===== config.mk =====
export PLATFORM = sky130hd
export DESIGN_NAME = ula_arbiter
export DESIGN_NICKNAME = d
export VERILOG_FILES = /design/src/rtl/ula_arbiter.sv
export SDC_FILE = /design/constraint.sdc
export NUM_CORES = 1
export LEC_CHECK = 0
export BUFFER_PORTS_ARGS = -buffer_cell sky130_fd_sc_hd__buf_2
export CAP_MARGIN = 20
export CORE_ASPECT_RATIO = 1.5
export CORE_MARGIN = 1.5
export CORE_UTILIZATION = 45
export DETAILED_ROUTE_END_ITERATION = 10
export PLACE_DENSITY_LB_ADDON = 0.08
export SETUP_SLACK_MARGIN = 0.3
export SYNTH_ARGS = -nofsm -noshare
export SYNTH_HDL_FRONTEND = slang
export SYNTH_SLANG_ARGS = --single-unit

===== constraint.sdc =====
create_clock -name clk -period 6.55 [get_ports clk]
set_input_delay 1.31 -clock clk [delete_from_list [all_inputs] [get_ports clk]]
set_output_delay 1.31 -clock clk [all_outputs]
set_load 0.05 [all_outputs]

===== src/rtl/ula_arbiter.sv =====
// Round-robin arbiter sharing one combinational ULA between two requesters.
// One operation in flight; result is registered and held until its owner consumes it.
module ula_arbiter #(
  parameter int CNT_W = 16
) (
  input  logic             clk,
  input  logic             rst_n,
  input  logic             req0_valid,
  output logic             req0_ready,
  input  logic [3:0]       req0_f,
  input  logic [31:0]      req0_a,
  input  logic [31:0]      req0_b,
  output logic             resp0_valid,
  input  logic             resp0_ready,
  output logic [31:0]      resp0_data,
  output logic             resp0_zero,
  input  logic             req1_valid,
  output logic             req1_ready,
  input  logic [3:0]       req1_f,
  input  logic [31:0]      req1_a,
  input  logic [31:0]      req1_b,
  output logic             resp1_valid,
  input  logic             resp1_ready,
  output logic [31:0]      resp1_data,
  output logic             resp1_zero,
  output logic             busy,
  output logic [CNT_W-1:0] cnt0,
  output logic [CNT_W-1:0] cnt1
);

  // state | meaning
  // IDLE  | waiting for a request; grants one port
  // EXEC  | ULA driven from latched operands
  // RESP  | result held for the owning port until consumed
  typedef enum logic [1:0] {IDLE, EXEC, RESP} state_t;

  state_t           state;
  logic             last_grant;
  logic             owner;
  logic             grant;
  logic [3:0]       f_r;
  logic [31:0]      a_r;
  logic [31:0]      b_r;
  logic [31:0]      result;
  logic [31:0]      data_r;
  logic             zero_r;
  logic             v0_r;
  logic             v1_r;
  logic             busy_r;
  logic [CNT_W-1:0] cnt0_r;
  logic [CNT_W-1:0] cnt1_r;

  function automatic logic [31:0] ula(input logic [3:0] f, input logic [31:0] a, input logic [31:0] b);
    logic [31:0] y;
    case (f)
      4'b0010: y = a + b;
      4'b0110: y = a - b;
      4'b0000: y = a & b;
      4'b0001: y = a | b;
      4'b1100: y = ~(a ^ b);
      4'b1110: y = ~a;
      4'b1111: y = ~b;
      4'b1010: y = a;
      default: y = '0;
    endcase
    return y;
  endfunction

  assign result = ula(f_r, a_r, b_r);

  // On a tie the port that did not win last time is granted.
  always_comb begin
    grant = req1_valid;
    if (req0_valid && req1_valid) grant = ~last_grant;
  end

  // Gated by rst_n so ready reads low while reset is held.
  assign req0_ready = rst_n && (state == IDLE) && req0_valid && !grant;
  assign req1_ready = rst_n && (state == IDLE) && req1_valid && grant;

  always_ff @(posedge clk or negedge rst_n) begin
    if (!rst_n) begin
      state      <= IDLE;
      last_grant <= 1'b1;
      owner      <= 1'b0;
      f_r        <= '0;
      a_r        <= '0;
      b_r        <= '0;
      data_r     <= '0;
      zero_r     <= 1'b0;
      v0_r       <= 1'b0;
      v1_r       <= 1'b0;
      busy_r     <= 1'b0;
      cnt0_r     <= '0;
      cnt1_r     <= '0;
    end else begin
      case (state)
        IDLE: begin
          if (req0_valid || req1_valid) begin
            owner      <= grant;
            last_grant <= grant;
            f_r        <= grant ? req1_f : req0_f;
            a_r        <= grant ? req1_a : req0_a;
            b_r        <= grant ? req1_b : req0_b;
            busy_r     <= 1'b1;
            state      <= EXEC;
          end
        end
        EXEC: begin
          data_r <= result;
          zero_r <= (result == '0);
          v0_r   <= !owner;
          v1_r   <= owner;
          state  <= RESP;
        end
        RESP: begin
          if ((!owner && resp0_ready) || (owner && resp1_ready)) begin
            if (owner) cnt1_r <= cnt1_r + CNT_W'(1);
            else       cnt0_r <= cnt0_r + CNT_W'(1);
            v0_r   <= 1'b0;
            v1_r   <= 1'b0;
            busy_r <= 1'b0;
            state  <= IDLE;
          end
        end
        default: state <= IDLE;
      endcase
    end
  end

  assign resp0_valid = v0_r;
  assign resp1_valid = v1_r;
  assign resp0_data  = data_r;
  assign resp1_data  = data_r;
  assign resp0_zero  = zero_r;
  assign resp1_zero  = zero_r;
  assign busy        = busy_r;
  assign cnt0        = cnt0_r;
  assign cnt1        = cnt1_r;

endmodule

==> results.toml, run 1 <==
[run_status]
outcome = "finished clean"

[worst_setup_path]
worstPathMaxFanout = 24
crit_type = "reg2reg"
r2r-end = "resp0_zero$_DFFE_PN0P_"
cp.required_ps = 6920
ff2ff_path_depth = 15
rrSetupSlack_ps = 990
cp_slowest_cell = "or3b_2"
path_cells = "or3b_2 > nor2_1 > nor2_1 > xnor2_1 > ha_1 > and3_1 > a221o_1 > a211oi_2 > o21ba_2 > a31oi_1 > xor2_1 > a2111oi_0 > nand2_1 > nor4_1 > a32o_1"
cpMostUsedCell = "nor2_1"
arrival_ps = 5930
slowest_delay_ps = 820
r2r-start = "f_r[3]$_DFFE_PN0P_"
critPathLaunchType = "flop"
endpoint_kind = "flop"

[timing]
fin_ws_ps = 994
drv_slew = 0
layout_min_cycle_time_ps = 5560
setup_viol = 0
setup-tns-final_ps = 0
whs_ps = 471
tightest_slew_ps = 967
final.period_utilization_pct = 84.8
clock_skew_ps = 7.34
fmax_ghz = 0.180
hold_viol = 0
rsz0062_at_grt = "no"
relSlewSlack_pct = 33.9

[clocking]
cts_tree = "done"
htreeDepth = 4
insertion_delay_ps = 430
hold_buffers = 0
post_cts.repair.setup_buffers = 0
root_buffer = "clkbuf_16"
clock_path_buffers = 2
clk_pin_slew_worst_paths_ps = 60
cts_buffers = 17
cts_resized = 0
cts_sinks = 140

[logic_synthesis]
syn_area_um2 = 11200
synth-seq-cells = 140
yosys_warnings = 0
ys_top_cells_by_area = "dfrtp_1 (31%), ha_1 (11%), mux2i_1 (6.6%)"
seq_area_frac_synth_pct = 31.2
synthCells = 1340
synth-main-ff-cell = "dfrtp_1"
ys_types = 71
ys_async_sr_fraction_pct = 100
synth_top_cell_area_share_pct = 30.9
syn_area_per_cell_um2 = 8.39
synth_top_area_cell = "dfrtp_1"
synth-edff-count = 0
syn_nets = 1581

[die]
dieArea_um2 = 26000
rows = 70
chipWidth_um = 132
dieHeight_um = 197
ios = 245
core_area_um2 = 24400
start_util_pct = 46.0

[final_layout]
diodes = 0
most-common-layout-cells = "buf_2 (243), nor2_1 (146), dfrtp_1 (139)"
final_cell_area_um2 = 13000
mostFrequentLayoutCell = "buf_2"
num-nets-final = 1755
area_growth_pct = 16.0
drive_gt1_share_pct = 20.8
nFillCells = 2308

[placement]
portBuffers = 244
place_area_um2 = 12500
dp_slack_ps = 1100
dp_hpwl_um = 25500
gp_routability_congestion = 0.886

[pwr]
peakVddDrop_uv = 358
intPower_mw = 3.72
p_sw_share_pct = 54.7
seqPwrFrac_pct = 21.1
total_power_mw = 8.22
p_per_area_nw_per_um2 = 630
clockPowerShare_pct = 11.2
p_switching_mw = 4.50
power_frac_comb_pct = 67.6
p_leak_nw = 6.31

[detailed_routing]
route.detailed.drc = 0
drt-vias-per-instance = 5.60
initialDrtViolationCount = 626
vias = 10400
wl_um = 32900
wl_per_cell_um = 17.8
drt_pass1_iterations = 5
drtAntennaViolNets = 0

[hold_path]
min_from = "cnt1[15]$_DFFE_PN0P_"
worstHoldEndpoint = "cnt1[15]$_DFFE_PN0P_"
worstHoldPathCells = 1
hold_path.class = "reg2reg"

[grt]
grt_overflow = 0
grt_max_degree = 76
grt_pass1_wl_um = 52300
grt_usage_pct = 25.6
grt_pass1_vias = 9696
antenna_found_initial = 0

[job]
cap_viol_max_count = 0
area by class of cell:
class	count	area (um2)	share of cell area, %
clock buffers	18	429	3.29
clock inverters	14	121	0.930
inverters	81	304	2.33
multi-input cells	1013	6930	53.1
flip-flops and latches	140	3500	26.9
well taps	324	405	3.11
repair buffers	261	1360	10.4
Yosys cell counts (all sizes together) (3+ instances only):
library cell / instances
dfrtp: 139
mux2: 5
nor3: 12
inv: 81
nand2b: 11
nand4: 19
o31ai: 6
o211ai: 16
and2: 7
a21boi: 3
a221o: 3
nor2: 146
o21a: 6
clkbuf: 50
buf: 56
a22oi: 9
o221ai: 19
o21ai: 62
nand3: 21
xnor2: 75
o32ai: 3
nand2: 118
mux2i: 74
ha: 98
or3: 10
nor4: 7
a21o: 9
a41oi: 5
xor2: 23
and3: 12
nor2b: 7
a211oi: 16
a31oi: 15
o22ai: 23
or3b: 4
a221oi: 4
a21oi: 129
a2111oi: 8
metal layers:
metal / vias to the layer above / wire, um / GRT usage [%]
met5: - / 0 / 0
met4: 0 / 839 / 8.72
met3: 64 / 1830 / 4.37
met2: 393 / 15600 / 42.5
met1: 4835 / 14600 / 33.8
li1: 5068 / - / -
sequential cells by signal, summed over array words and instances (netlist names):
register / count
cnt1: 16
busy: 1
a_r: 32
f_r: 4
cnt0: 16
resp0_data: 32
owner: 1
resp0_zero: 1
state: 2
resp1_valid: 1
last_grant: 1
b_r: 32
resp0_valid: 1
worst max-delay path: cells and delay by family, from the launching register on:
| family | cells | cell delay (ps) |
|---|---|---|
| flip-flops | 1 | 550 |
| adder cells (fa/ha/maj) | 1 | 390 |
| AND/OR/NAND/NOR | 6 | 2000 |
| XOR/XNOR | 2 | 340 |
| AO/OA/AOI/OAI | 6 | 2180 |
power by group through the flow:
| stage | Sequential [mW] | Clock (mW) | Combinational, mW |
|---|---|---|---|
| floorplan | 1.90 | 0 | 4.02 |
| global placement | 1.74 | 0 | 5.46 |
| detailed placement | 1.74 | 0 | 5.50 |
| CTS | 1.73 | 0.948 | 5.53 |
| global route | 1.80 | 0.977 | 6.13 |
| finish | 1.74 | 0.924 | 5.56 |
cell families (layout without fill, tap and decap cells):
family	Yosys count	after routing	synth area share (%)
and+or+nand+nor	382	382	15.3
AOI/OAI and AO/OA	355	355	20.1
xor gates and xnor gates	98	98	7.63
buffers and inverters	187	374	7.63
DFF	140	140	31.2
adders and majority gates	99	99	11.1
muxes	79	79	7.09
worst max-delay path by stage:
stage / startpoint / endpoint / slack [ps]
final: f_r[3]$_DFFE_PN0P_ / resp0_zero$_DFFE_PN0P_ / 990
after detailed placement: f_r[3]$_DFFE_PN0P_ / resp0_zero$_DFFE_PN0P_ / 1100
after floorplan: f_r[3]$_DFFE_PN0P_ / resp0_zero$_DFFE_PN0P_ / 1540
after global placement: f_r[3]$_DFFE_PN0P_ / resp0_zero$_DFFE_PN0P_ / 1300
after global routing: f_r[3]$_DFFE_PN0P_ / resp0_zero$_DFFE_PN0P_ / 710
after CTS: f_r[3]$_DFFE_PN0P_ / resp0_zero$_DFFE_PN0P_ / 1060
through the flow:
step	cells	util [%]
5_1_grt	1851	53.4
6_report	1851	53.4
3_3_place_gp	1819	51.1
3_5_place_dp	1819	51.1
4_1_cts	1851	53.4
2_1_floorplan	1340	-
Note: power is estimated with default switching activity, not from simulation.
==> run 2, diff against run 1 <==
==> constraint.sdc (replaced) <==
create_clock -name clk -period 5.5 [get_ports clk]
set_input_delay 1.1 -clock clk [delete_from_list [all_inputs] [get_ports clk]]
set_output_delay 1.1 -clock clk [all_outputs]
set_load 0.05 [all_outputs]
==> run 2 against run 1 <==
Critical path depth increased by 2. Core utilization up 0.37 points. Register-to-register slack got worse by 320 ps. Sequential power up 17%. Clock-buffer cell count did not move. Sequential share of layout area decreased by 0.19 points. Routed wire length increased by 0.74%. Global-route usage hardly changed. Critical path type unchanged. Highest routed layer unchanged.
==> results.toml, run 2 (synthesis results as in run 1) <==
[placement]
place_area_um2 = 12500
portBuffers = 244
gp_routability_congestion = 0.876
dp_hpwl_um = 25400
dp_slack_ps = 468
dpl.cell_count = 1823

[worst_setup_path]
worstPathMaxFanout = 20
arrival_ps = 5200
critPathLaunchType = "flop"
cp.required_ps = 5870
endpoint_kind = "flop"
crit_type = "reg2reg"

[die]
chipWidth_um = 132
core_area_um2 = 24400
rows = 70
start_util_pct = 46.0
dieArea_um2 = 26000
dieHeight_um = 197
ios = 245

[detailed_routing]
wl_per_cell_um = 17.9
wl_met3_um = 1640
wl_um = 33200
initialDrtViolationCount = 699
route.detailed.drc = 0
drt-met1-wl_um = 15100
dr_wl_met2_um = 15600
top_layer = "met4"
drt-vias-per-instance = 5.54
vias = 10300
drtAntennaViolNets = 0
drt_pass1_iterations = 5

[clocking]
clk_pin_slew_worst_paths_ps = 60
htreeDepth = 4
cts_tree = "done"
hold_buffers = 0
cts_buffers = 17
clock_path_buffers = 2
post_cts.repair.setup_buffers = 0
insertion_delay_ps = 440
root_buffer = "clkbuf_16"
cts_sinks = 140
cts_resized = 0

[timing]
final.period_utilization_pct = 87.8
tightest_slew_ps = 1050
relSlewSlack_pct = 27.9
rsz0062_at_grt = "no"
setup_viol = 0
hold_viol = 0
layout_min_cycle_time_ps = 4830
drv_slew = 0
fin_ws_ps = 674
fmax_ghz = 0.207
setup-tns-final_ps = 0
clock_skew_ps = 11.8
whs_ps = 471

[final_layout]
area_growth_pct = 16.8
most-common-layout-cells = "buf_2 (243), nor2_1 (145), dfrtp_1 (139)"
final_cell_area_um2 = 13100
drive_gt1_share_pct = 21.3
nFillCells = 2342
mostFrequentLayoutCell = "buf_2"
diodes = 0
fin_util_pct = 53.8
layoutNonFillerInstCount = 1854
num-nets-final = 1759

[pwr]
total_power_mw = 9.90
p_leak_nw = 6.37
p_per_area_nw_per_um2 = 754
peakVddDrop_uv = 520

[job]
cap_viol_max_count = 0

[grt]
antenna_found_initial = 0
grt_usage_pct = 25.7
grt_pass1_wl_um = 51900
grt_overflow = 0
grt_max_degree = 99
grt_pass1_vias = 9635

[hold_path]
hold_path.class = "reg2reg"

[run_status]
outcome = "finished clean"
-- run 2: cell types whose count changed in the layout (fill, tap and decap cells not counted), moves of 2 or more --
cell,previous run,this run
clkinvlp_4,3,0
buf_4,17,21
a2111oi_0,8,6
clkinv_4,2,4
nor3_1,10,8
-- run 2: path summary, 6_finish.rpt --
check | end | start | slack [ps] | depth (start not counted)
setup / recovery | resp0_zero$_DFFE_PN0P_ | f_r[1]$_DFFE_PN0P_ | 670 | 17
hold / removal | cnt1[15]$_DFFE_PN0P_ | cnt1[15]$_DFFE_PN0P_ | 470 | 1
setup reg to reg | resp0_zero$_DFFE_PN0P_ | f_r[1]$_DFFE_PN0P_ | 670 | 17
hold reg to reg | cnt1[15]$_DFFE_PN0P_ | cnt1[15]$_DFFE_PN0P_ | 470 | 1
max in group asynchronous | cnt0[8]$_DFFE_PN0P_ | rst_n | 3460 | 2
min in group asynchronous | resp0_data[0]$_DFFE_PN0P_ | rst_n | 690 | 1
-- run 2: area by class of cell --
class | instances | area (um2) | share of cell area [%]
multi-input cells | 1013 | 6960 | 53.0
repair buffers | 265 | 1390 | 10.5
clock inverters | 13 | 141 | 1.08
inverters | 81 | 304 | 2.31
well taps | 324 | 405 | 3.09
clock buffers | 18 | 439 | 3.34
flip-flops and latches | 140 | 3500 | 26.7
-- run 2: routing by layer --
metal  track usage, %  up-vias
li1                 -     5083
met1             34.3     4801
met2             42.4      338
met3             3.78       44
met4             8.77        0
met5                0        -
-- run 2: power breakdown --
group | internal, mW | total, mW | switching [mW]
clock | 0.680 | 1.17 | 0.485
combinational | 2.43 | 6.71 | 4.28
sequential | 1.43 | 2.03 | 0.603
total | 4.53 | 9.90 | 5.37
-- run 2: critical path, stage by stage (launching register included) --
cell	delay, ps
dfrtp_1	340
buf_4	230
inv_1	120
nor3_2	210
nand2_1	290
nor2_1	170
a21oi_1	90
fa_1	470
a21o_1	260
a221o_1	400
xnor2_1	150
o221ai_1	190
a2111oi_0	450
and4_1	250
nand4_1	110
or4_1	540
nor4_1	280
a32o_1	200
